### src/rtl/adder_seq_pkg.sv
// Shared types and helpers for the word-serial shared-adder arbiter.
// Combinational only; no latency or backpressure of its own.
package adder_seq_pkg;

  typedef enum logic [1:0] {IDLE, RUN, DONE} state_e;

  localparam int MAX_REQ = 8;

  function automatic int calc_w(input int n, input int words);
    return n * words;
  endfunction

  function automatic int id_w(input int nreq);
    return (nreq > 1) ? $clog2(nreq) : 1;
  endfunction

  function automatic int cnt_w(input int words);
    return (words > 1) ? $clog2(words) : 1;
  endfunction

  // First valid requester searching upward from last+1, wrapping at nreq.
  function automatic int rr_pick(input logic [MAX_REQ-1:0] valid, input logic [2:0] last,
                                 input int nreq);
    int pick;
    int idx;
    logic found;
    pick  = 0;
    found = 1'b0;
    for (int i = 1; i <= MAX_REQ; i++) begin
      idx = (int'(last) + i) % nreq;
      if (i <= nreq && !found && valid[idx]) begin
        pick  = idx;
        found = 1'b1;
      end
    end
    return pick;
  endfunction

endpackage

### src/rtl/adder_seq_rr_arb.sv
// Combinational round-robin grant: one-hot grant plus encoded index, searching
// upward from last+1. Zero latency; the caller decides when a grant is taken.
module adder_seq_rr_arb #(
  parameter int NREQ = 2,
  parameter int IDW  = 1
) (
  input  logic [NREQ-1:0] req_valid,
  input  logic [IDW-1:0]  last,
  output logic [NREQ-1:0] gnt,
  output logic [IDW-1:0]  gnt_idx,
  output logic            gnt_any
);
  import adder_seq_pkg::*;

  logic [MAX_REQ-1:0] valid_ext;
  logic [2:0]         last_ext;

  always_comb begin
    valid_ext              = '0;
    valid_ext[NREQ-1:0]    = req_valid;
    last_ext               = '0;
    last_ext[IDW-1:0]      = last;
    gnt_any                = |req_valid;
    gnt_idx                = IDW'(rr_pick(valid_ext, last_ext, NREQ));
    gnt                    = '0;
    if (gnt_any) gnt[gnt_idx] = 1'b1;
  end

endmodule

### src/rtl/carry_skip_adder.sv
// N-bit carry-skip adder: ripple inside each block, block carry bypassed when the
// whole block propagates. Purely combinational, no backpressure.
module carry_skip_adder #(
  parameter int N          = 8,
  parameter int BLOCK_SIZE = 4
) (
  input  logic [N-1:0] a,
  input  logic [N-1:0] b,
  input  logic         cin,
  output logic [N-1:0] sum,
  output logic         cout
);

  always_comb begin : add
    logic [N:0] c;
    logic       blk_p;
    logic       blk_cin;
    c       = '0;
    sum     = '0;
    blk_p   = 1'b1;
    blk_cin = cin;
    c[0]    = cin;
    for (int i = 0; i < N; i++) begin
      if ((i % BLOCK_SIZE) == 0) begin
        blk_p   = 1'b1;
        blk_cin = c[i];
      end
      blk_p    = blk_p & (a[i] ^ b[i]);
      sum[i]   = a[i] ^ b[i] ^ c[i];
      c[i+1]   = (a[i] & b[i]) | ((a[i] ^ b[i]) & c[i]);
      if (((i % BLOCK_SIZE) == (BLOCK_SIZE - 1)) || (i == N - 1)) begin
        c[i+1] = blk_p ? blk_cin : c[i+1];
      end
    end
    cout = c[N];
  end

endmodule

### src/rtl/adder_seq_arbiter.sv
// Round-robin shares one carry_skip_adder, adding N*WORDS-bit operands one slice per cycle.
// rsp_valid WORDS edges after accept; DONE holds until rsp_ready. ADDER_SEQ_OVF_EN adds rsp_ovf.
module adder_seq_arbiter #(
  parameter int N          = 8,
  parameter int BLOCK_SIZE = 4,
  parameter int WORDS      = 4,
  parameter int NREQ       = 2
) (
  input  logic                         clk,
  input  logic                         rst,
  input  logic [NREQ-1:0]              req_valid,
  output logic [NREQ-1:0]              req_ready,
  input  logic [NREQ*N*WORDS-1:0]      req_a,
  input  logic [NREQ*N*WORDS-1:0]      req_b,
  input  logic [NREQ-1:0]              req_cin,
  output logic                         rsp_valid,
  input  logic                         rsp_ready,
  output logic [N*WORDS-1:0]           rsp_sum,
  output logic                         rsp_cout,
`ifdef ADDER_SEQ_OVF_EN
  output logic                         rsp_ovf,
`endif
  output logic [$clog2(NREQ)-1:0]      rsp_id
);
  import adder_seq_pkg::*;

  localparam int W   = calc_w(N, WORDS);
  localparam int IDW = id_w(NREQ);
  localparam int KW  = cnt_w(WORDS);

  state_e           state_q, state_d;
  logic [KW-1:0]    k_q, k_d;
  logic [W-1:0]     a_q, a_d, b_q, b_d, sum_q, sum_d;
  logic             carry_q, carry_d;
  logic [IDW-1:0]   id_q, id_d, last_q, last_d;
`ifdef ADDER_SEQ_OVF_EN
  logic             ovf_q, ovf_d;
`endif

  logic [NREQ-1:0]  gnt;
  logic [IDW-1:0]   gnt_idx;
  logic             gnt_any;
  logic [N-1:0]     a_sl, b_sl, s_sl;
  logic             c_sl;

  adder_seq_rr_arb #(.NREQ(NREQ), .IDW(IDW)) u_arb (
    .req_valid (req_valid),
    .last      (last_q),
    .gnt       (gnt),
    .gnt_idx   (gnt_idx),
    .gnt_any   (gnt_any)
  );

  assign a_sl = a_q[k_q*N +: N];
  assign b_sl = b_q[k_q*N +: N];

  carry_skip_adder #(.N(N), .BLOCK_SIZE(BLOCK_SIZE)) u_add (
    .a    (a_sl),
    .b    (b_sl),
    .cin  (carry_q),
    .sum  (s_sl),
    .cout (c_sl)
  );

  always_comb begin
    state_d   = state_q;
    k_d       = k_q;
    a_d       = a_q;
    b_d       = b_q;
    sum_d     = sum_q;
    carry_d   = carry_q;
    id_d      = id_q;
    last_d    = last_q;
`ifdef ADDER_SEQ_OVF_EN
    ovf_d     = ovf_q;
`endif
    req_ready = '0;
    case (state_q)
      IDLE: begin
        req_ready = gnt;
        if (gnt_any) begin
          a_d     = req_a[gnt_idx*W +: W];
          b_d     = req_b[gnt_idx*W +: W];
          carry_d = req_cin[gnt_idx];
          id_d    = gnt_idx;
          k_d     = '0;
          state_d = RUN;
        end
      end
      RUN: begin
        sum_d[k_q*N +: N] = s_sl;
        carry_d           = c_sl;
        k_d               = k_q + KW'(1);
`ifdef ADDER_SEQ_OVF_EN
        // Carry into the top bit, recovered from the slice sum, versus carry out.
        ovf_d             = s_sl[N-1] ^ a_sl[N-1] ^ b_sl[N-1] ^ c_sl;
`endif
        if (k_q == KW'(WORDS - 1)) begin
          state_d = DONE;
          last_d  = id_q;
        end
      end
      DONE: begin
        if (rsp_ready) state_d = IDLE;
      end
      default: state_d = IDLE;
    endcase
  end

  always_ff @(posedge clk) begin
    if (rst) begin
      state_q <= IDLE;
      k_q     <= '0;
      a_q     <= '0;
      b_q     <= '0;
      sum_q   <= '0;
      carry_q <= 1'b0;
      id_q    <= '0;
      last_q  <= IDW'(NREQ - 1);
`ifdef ADDER_SEQ_OVF_EN
      ovf_q   <= 1'b0;
`endif
    end else begin
      state_q <= state_d;
      k_q     <= k_d;
      a_q     <= a_d;
      b_q     <= b_d;
      sum_q   <= sum_d;
      carry_q <= carry_d;
      id_q    <= id_d;
      last_q  <= last_d;
`ifdef ADDER_SEQ_OVF_EN
      ovf_q   <= ovf_d;
`endif
    end
  end

  assign rsp_valid = (state_q == DONE);
  assign rsp_sum   = sum_q;
  assign rsp_cout  = carry_q;
  assign rsp_id    = id_q;
`ifdef ADDER_SEQ_OVF_EN
  assign rsp_ovf   = ovf_q;
`endif

endmodule

### config.mk
export PLATFORM = sky130hd
export DESIGN_NAME = adder_seq_arbiter
export DESIGN_NICKNAME = d
export VERILOG_FILES = /design/src/rtl/adder_seq_pkg.sv /design/src/rtl/adder_seq_rr_arb.sv /design/src/rtl/carry_skip_adder.sv /design/src/rtl/adder_seq_arbiter.sv
export SDC_FILE = /design/constraint.sdc
export NUM_CORES = 1
export LEC_CHECK = 0
export ABC_AREA = 1
export CAP_MARGIN = 20
export CORE_MARGIN = 3
export CORE_UTILIZATION = 44
export CTS_CLUSTER_DIAMETER = 150
export DETAILED_ROUTE_END_ITERATION = 8
export GPL_TIMING_DRIVEN = 0
export PLACE_DENSITY = 0.74
export SETUP_SLACK_MARGIN = 0.15
export SYNTH_ARGS = -nofsm -noshare
export SYNTH_HDL_FRONTEND = slang
export SYNTH_SLANG_ARGS = --single-unit
### constraint.sdc
create_clock -name clk -period 15.9 [get_ports clk]
set_clock_uncertainty 0.15 [all_clocks]
set_input_delay 3.18 -clock clk [delete_from_list [all_inputs] [get_ports clk]]
set_output_delay 3.18 -clock clk [all_outputs]
set_load 0.03 [all_outputs]
==> results.json, run 1 <==
{
  "syn_inst": 711,
  "setup_violations": 0,
  "clock_sinks": 103,
  "ys_top_cells_by_count": "nand2_1, dfxtp_1, a31oi_1",
  "vias": 5591,
  "core_um2": 11170,
  "path_cells": "clkdlybuf4s50_1, nand2_1, nand2_4, inv_2, nor2_4, buf_6, clkdlybuf4s50_1",
  "critPathArrivalTime_ns": 5.20,
  "cts_resized": 0,
  "placed_area_um2": 7044,
  "ys_types": 28,
  "syn_area_per_cell_um2": 7.268,
  "num_rows": 38,
  "overflow": 0,
  "avgViaCountPerCell": 5.392,
  "drv_slew": 0,
  "ys_seq_area_frac": 0.3990,
  "synthTopCellsByArea": "dfxtp_1, nand2_1, a31oi_1, o21ai_0, a21oi_1",
  "setup-tns-final_ns": 0,
  "drive_above_1_share": 0.07358,
  "internal_power_uw": 491.6,
  "critical_path.max_fanout": 10,
  "numCtsBuffers": 9,
  "path_clk_slew_ns": 0.07,
  "grt_pass1_wl_mm": 27.01,
  "rsz0062_at_grt": "no",
  "crit_family": "buffers and inverters",
  "crit_path_top_delay_cell": "clkdlybuf4s50_1",
  "powerDensity_nw_per_um2": 96.42,
  "p_leak_nw": 2.824,
  "grt_pass1_vias": 5590,
  "async_reset_ff_frac": 0,
  "remaining_drc_errors": 0,
  "antenna_left": 0,
  "die_x_um": 114.4,
  "min_period_ns": 8.528,
  "grt_usage": 0.2578,
  "hold_class": "reg2reg",
  "cp_data_required_time_ns": 12.57,
  "die_h_um": 114.4,
  "p_seq_frac": 0.412,
  "avgRoutedWirePerCell_um": 16.26,
  "num-nets-final": 1049,
  "routed_wl_mm": 16.86,
  "grt_start_max_net_pins": 18,
  "fin_area_um2": 7361,
  "cts-root-buf": "clkbuf_16",
  "hold_viol": 0,
  "clk_latency_ns": 0.34,
  "crit_buf_inv": 4,
  "syn_to_final_growth_pct": 42.45,
  "worst_slew_pin_slew_ns": 0.5222,
  "synth.most_common_cell": "nand2_1",
  "synth_warnings": 0,
  "synth_top_area_share": 0.3990,
  "worst_path_most_repeated_cell": "clkdlybuf4s50_1",
  "synth_ff_type": "dfxtp_1",
  "power_frac_comb": 0.262,
  "first_pass_iters": 6,
  "cp-end-kind": "output pin",
  "crit_type": "in2out",
  "p_sw_frac": 0.3073,
  "min_period_over_period": 0.5363,
  "h-tree-depth": 3,
  "antenna_found_initial": 0,
  "cts_buffer_depth": 2,
  "clkPwrFrac": 0.326,
  "synth_edf_count": 0,
  "synth_nets": 868,
  "power.switching_uw": 218.1,
  "critical_path.max_stage_delay_ns": 0.67,
  "place_congestion": 0.9408,
  "yosys_register_bits": 103,
  "io_buffers": 170,
  "vdd_drop_max_uv": 54.99,
  "outcome": "complete, no violations",
  "slew_headroom": 0.6519,
  "synth_area_um2": 5167,
  "antenna_cells": 0,
  "drt_iter0_drc": 455,
  "cts_setup_buffers": 0,
  "max_freq_mhz": 117.3,
  "io-pin-count": 172,
  "yosys.area.top_type": "dfxtp_1",
  "cap_violations": 0,
  "tritoncts": "yes",
  "dp_hpwl_mm": 13.68,
  "holdBufCountCts": 0,
  "cp-start-kind": "input pin",
  "floorplan.initialDensity": 0.4625,
  "dieArea_um2": 13080
}
==> power by group through the flow <==
stage | combinational, mW | clock, mW | sequential [mW]
floorplan | 0.101 | 0 | 0.299
global placement | 0.181 | 0 | 0.298
detailed placement | 0.184 | 0 | 0.298
CTS | 0.185 | 0.232 | 0.292
global route | 0.205 | 0.243 | 0.295
finish | 0.186 | 0.231 | 0.292
==> worst register-to-register path: stages (launching register included) <==
cell      delay [ns]
dfxtp_1         0.44
inv_1           0.12
buf_2           0.23
buf_2           0.29
o21ai_0         0.15
o22ai_1         0.28
fa_1            0.23
inv_1           0.05
fa_1            0.38
fa_1            0.38
fa_1            0.36
o21bai_1        0.18
and2_1          0.16
fa_1            0.42
fa_1            0.48
fa_1            0.43
inv_1           0.09
fa_1            0.41
nand2_1         0.09
nor3_1          0.05
a21oi_1         0.14
nor2_1          0.05
==> layout by cell type, fill, tap and decap left out <==
master / count
buf_6: 2
a22oi_1: 6
nand2_1: 229
nor3_1: 20
inv_1: 25
o21ai_1: 6
o21ai_2: 1
ha_1: 14
a32oi_1: 12
nor2_4: 4
inv_6: 2
nor2_1: 26
nand3_1: 20
nor2_2: 2
clkbuf_8: 2
a31oi_1: 64
clkbuf_16: 9
dfxtp_1: 103
and2_1: 1
o22ai_1: 4
nand2_4: 1
buf_4: 5
nand2_2: 2
clkbuf_1: 18
fa_1: 8
inv_2: 4
clkinvlp_4: 1
o21ai_0: 60
a21oi_1: 44
bufinv_16: 1
o21bai_1: 1
clkinv_4: 1
or2_2: 1
clkdlybuf4s50_1: 170
buf_2: 28
==> sequential cells by signal (all words and copies together), names as in the netlist <==
signal,flops
k_q,2
rsp_id,1
last_q,1
rsp_sum,32
a_q,32
b_q,32
rsp_cout,1
state_q,2
==> per-stage QoR <==
stage               total power [mW]  cells  utilization  setup slack [ns]  hold WS (ns)
global placement              0.4790   1021       0.6305             7.397        0.3033
floorplan                     0.4005    711            -             8.799        0.2787
detailed placement            0.4822   1021       0.6305             7.388        0.3056
CTS                           0.7092   1037       0.6588             7.389        0.3164
finish                        0.7097   1037       0.6588             7.372        0.3196
global route                  0.7428   1037       0.6588             7.302        0.3383
==> final timing paths <==
kind	start	end	slack [ns]	cells after the start
setup / recovery	req_valid[0]	req_ready[0]	7.37	7
hold / removal	rsp_sum[22]	rsp_sum[22]	0.32	2
setup reg to reg	k_q[1]	rsp_sum[7]	10.20	21
hold reg to reg	rsp_sum[22]	rsp_sum[22]	0.32	2
==> routing by layer <==
layer / GRT usage / vias to the layer above / wire, um / share of wire
met4: 0.07997 / 0 / 300 / 0.018
met2: 0.4575 / 218 / 8354 / 0.50
met5: 0 / - / 0 / 0
met3: 0.03858 / 24 / 922 / 0.055
li1: - / 2778 / - / -
met1: 0.3220 / 2571 / 7286 / 0.43
==> final cells by class <==
cell class	count	area (um2)
fillers	985	3812
flip-flops and latches	103	2062
plain buffers	53	267.8
inverters	29	108.9
well taps	140	175.2
clock buffers	11	252.7
repair buffers	170	1702
multi-input cells	526	2729
clock inverters	5	63.81
==> logic make-up after synthesis <==
kind of cell	synth area share
AOI/OAI and AO/OA	0.2211
adders and majority gates	0.06489
buffers and inverters	0.07288
DFF	0.3990
and+or+nand+nor	0.2421
Note: power is estimated with default switching activity, not from simulation.
==> run 2, diff against run 1 <==
CORE_UTILIZATION = 42   (was 44)
clock period = 7.1 ns   (was 15.9 ns; I/O delays follow)
==> run 2 against run 1 <==
Effect of this change: sequential power increased by 120%; critical endpoint is now rsp_sum[23]; clock-buffer cell count unchanged; wire length increased by 1.4%; final cell count increased by 0.29%; via count decreased by 0.82%; largest power group unchanged; register-to-register slack got worse by 8.8 ns; critical path type is now reg2reg; die area increased by 4.5%; critical path depth increased by 13; non-clock buffer count unchanged; combinational power increased by 130%; sequential share of layout area decreased by 0.076 points.
==> results.json, run 2 (synthesis results as in run 1) <==
{
  "outcome": "complete, no violations",
  "worst_slew_pin_slew_ns": 0.5368,
  "final_cells": 1040,
  "place_congestion": 0.9150,
  "drt_iter0_drc": 377,
  "clock_sinks": 103,
  "remaining_drc_errors": 0,
  "core_um2": 11710,
  "cts_setup_buffers": 0,
  "cp-start-kind": "flop",
  "hold_viol": 0,
  "vias": 5545,
  "die_x_um": 116.9,
  "crit_type": "reg2reg",
  "p_seq_frac": 0.405,
  "holdBufCountCts": 0,
  "antenna_left": 0,
  "grt_start_max_net_pins": 17,
  "rsz0062_at_grt": "no",
  "critical_path.max_fanout": 10,
  "r2r_slack_ns": 1.38,
  "power.switching_uw": 487.2,
  "tritoncts": "yes",
  "io_buffers": 170,
  "vdd_drop_max_uv": 110.9,
  "power_frac_comb": 0.259,
  "grt_usage": 0.2540,
  "cap_violations": 0,
  "r2r-start": "k_q[0]",
  "num_rows": 39,
  "avgViaCountPerCell": 5.332,
  "cts_resized": 0,
  "dp_hpwl_mm": 13.88,
  "antenna_cells": 0,
  "antenna_found_initial": 0,
  "grt_pass1_wl_mm": 26.97,
  "h-tree-depth": 3,
  "cts-root-buf": "clkbuf_16",
  "cts_buffer_depth": 2,
  "max_freq_mhz": 174.8,
  "drv_slew": 0,
  "p_leak_nw": 2.829,
  "setup-tns-final_ns": 0,
  "powerDensity_nw_per_um2": 219.6,
  "first_pass_iters": 5,
  "r2r_cells": 20,
  "dieArea_um2": 13670,
  "p_sw_frac": 0.3006,
  "min_period_ns": 5.720,
  "overflow": 0,
  "clk_latency_ns": 0.35,
  "timing.rr.end": "rsp_sum[23]",
  "num-nets-final": 1049,
  "clkPwrFrac": 0.337,
  "routed_wl_mm": 17.11,
  "hold_class": "reg2reg",
  "avgRoutedWirePerCell_um": 16.45,
  "fillCellCount": 1126,
  "io-pin-count": 172,
  "syn_to_final_growth_pct": 42.83,
  "cp_data_required_time_ns": 7.16,
  "critPathArrivalTime_ns": 5.78,
  "layout_common_cells": "nand2_1, clkdlybuf4s50_1, dfxtp_1, a31oi_1, o21ai_0",
  "dp_cells": 1024,
  "final_common_cell": "nand2_1",
  "min_period_over_period": 0.8057,
  "holdPathEnd": "rsp_sum[23]",
  "internal_power_mw": 1.133,
  "path_clk_slew_ns": 0.07,
  "post-route-util": 0.6302,
  "floorplan.initialDensity": 0.4412,
  "cp-end-kind": "flop",
  "setup_violations": 0,
  "die_h_um": 116.9,
  "min_path_cells": 2,
  "finalPower_mw": 1.621,
  "grt_pass1_vias": 5469,
  "drive_above_1_share": 0.07358,
  "hp-start": "rsp_sum[23]",
  "slew_headroom": 0.6421,
  "numCtsBuffers": 9
}
[run 2: cell types whose count changed in the layout (fill, tap and decap cells not counted), sizes merged]
cell | previous run | this run
bufinv | 1 | 2
inv | 31 | 29
clkinvlp | 1 | 2
[run 2: worst max-delay path by stage]
stage,from,endpoint,slack (ns),cells past startpoint
5_1_grt,k_q[1],rsp_sum[7],1.03,21
6_report,k_q[0],rsp_sum[23],1.38,20
4_1_cts,k_q[1],rsp_sum[31],1.38,21
3_3_place_gp,k_q[1],rsp_sum[31],1.40,21
2_1_floorplan,k_q[0],rsp_sum[7],2.01,20
3_5_place_dp,k_q[1],rsp_sum[31],1.37,21
[run 2: cell type report]
class,count,area (um2),area share
multi-input cells,526,2729,0.3697
flip-flops and latches,103,2062,0.2794
repair buffers,170,1702,0.2305
plain buffers,53,267.8,0.03628
clock buffers,11,252.7,0.03424
well taps,143,178.9,0.02424
inverters,29,108.9,0.01475
clock inverters,5,80.08,0.01085
[run 2: per-stage QoR]
stage / instance area [um2] / setup slack (ns) / hold slack [ns]
6_report: 7381 / 1.380 / 0.3159
5_1_grt: 7381 / 1.025 / 0.3454
4_1_cts: 7381 / 1.375 / 0.3218
3_5_place_dp: 7048 / 1.374 / 0.3087
3_3_place_gp: 7048 / 1.401 / 0.3032
2_1_floorplan: 5167 / 2.009 / 0.2787
[run 2: worst max-delay path: stages (launching register included)]
cell and delay (ns):
dfxtp_1 0.40, buf_2 0.23, clkbuf_1 0.40, o21ai_0 0.16
o22ai_1 0.33, fa_1 0.24, inv_1 0.05, fa_1 0.37
fa_1 0.40, fa_1 0.36, o21bai_1 0.17, and2_1 0.16
fa_1 0.43, fa_1 0.46, fa_1 0.43, inv_1 0.09
fa_1 0.42, nand2_1 0.14, nor2_1 0.06, nand3_1 0.08
a21oi_1 0.06
[run 2: layer usage]
layer / vias to the layer above / global-route usage / wire length, um
li1: 2775 / - / -
met1: 2529 / 0.3218 / 7342
met2: 211 / 0.4281 / 8298
met3: 30 / 0.04987 / 950
met4: 0 / 0.09709 / 514
met5: - / 0 / 0
[run 2: power by group through the flow]
stage / Sequential (mW) / Combinational [mW] / Clock [mW]
after global routing: 0.660 / 0.465 / 0.576
after floorplan: 0.670 / 0.227 / 0
final: 0.656 / 0.419 / 0.545
after global placement: 0.668 / 0.412 / 0
after CTS: 0.656 / 0.418 / 0.550
after detailed placement: 0.669 / 0.417 / 0
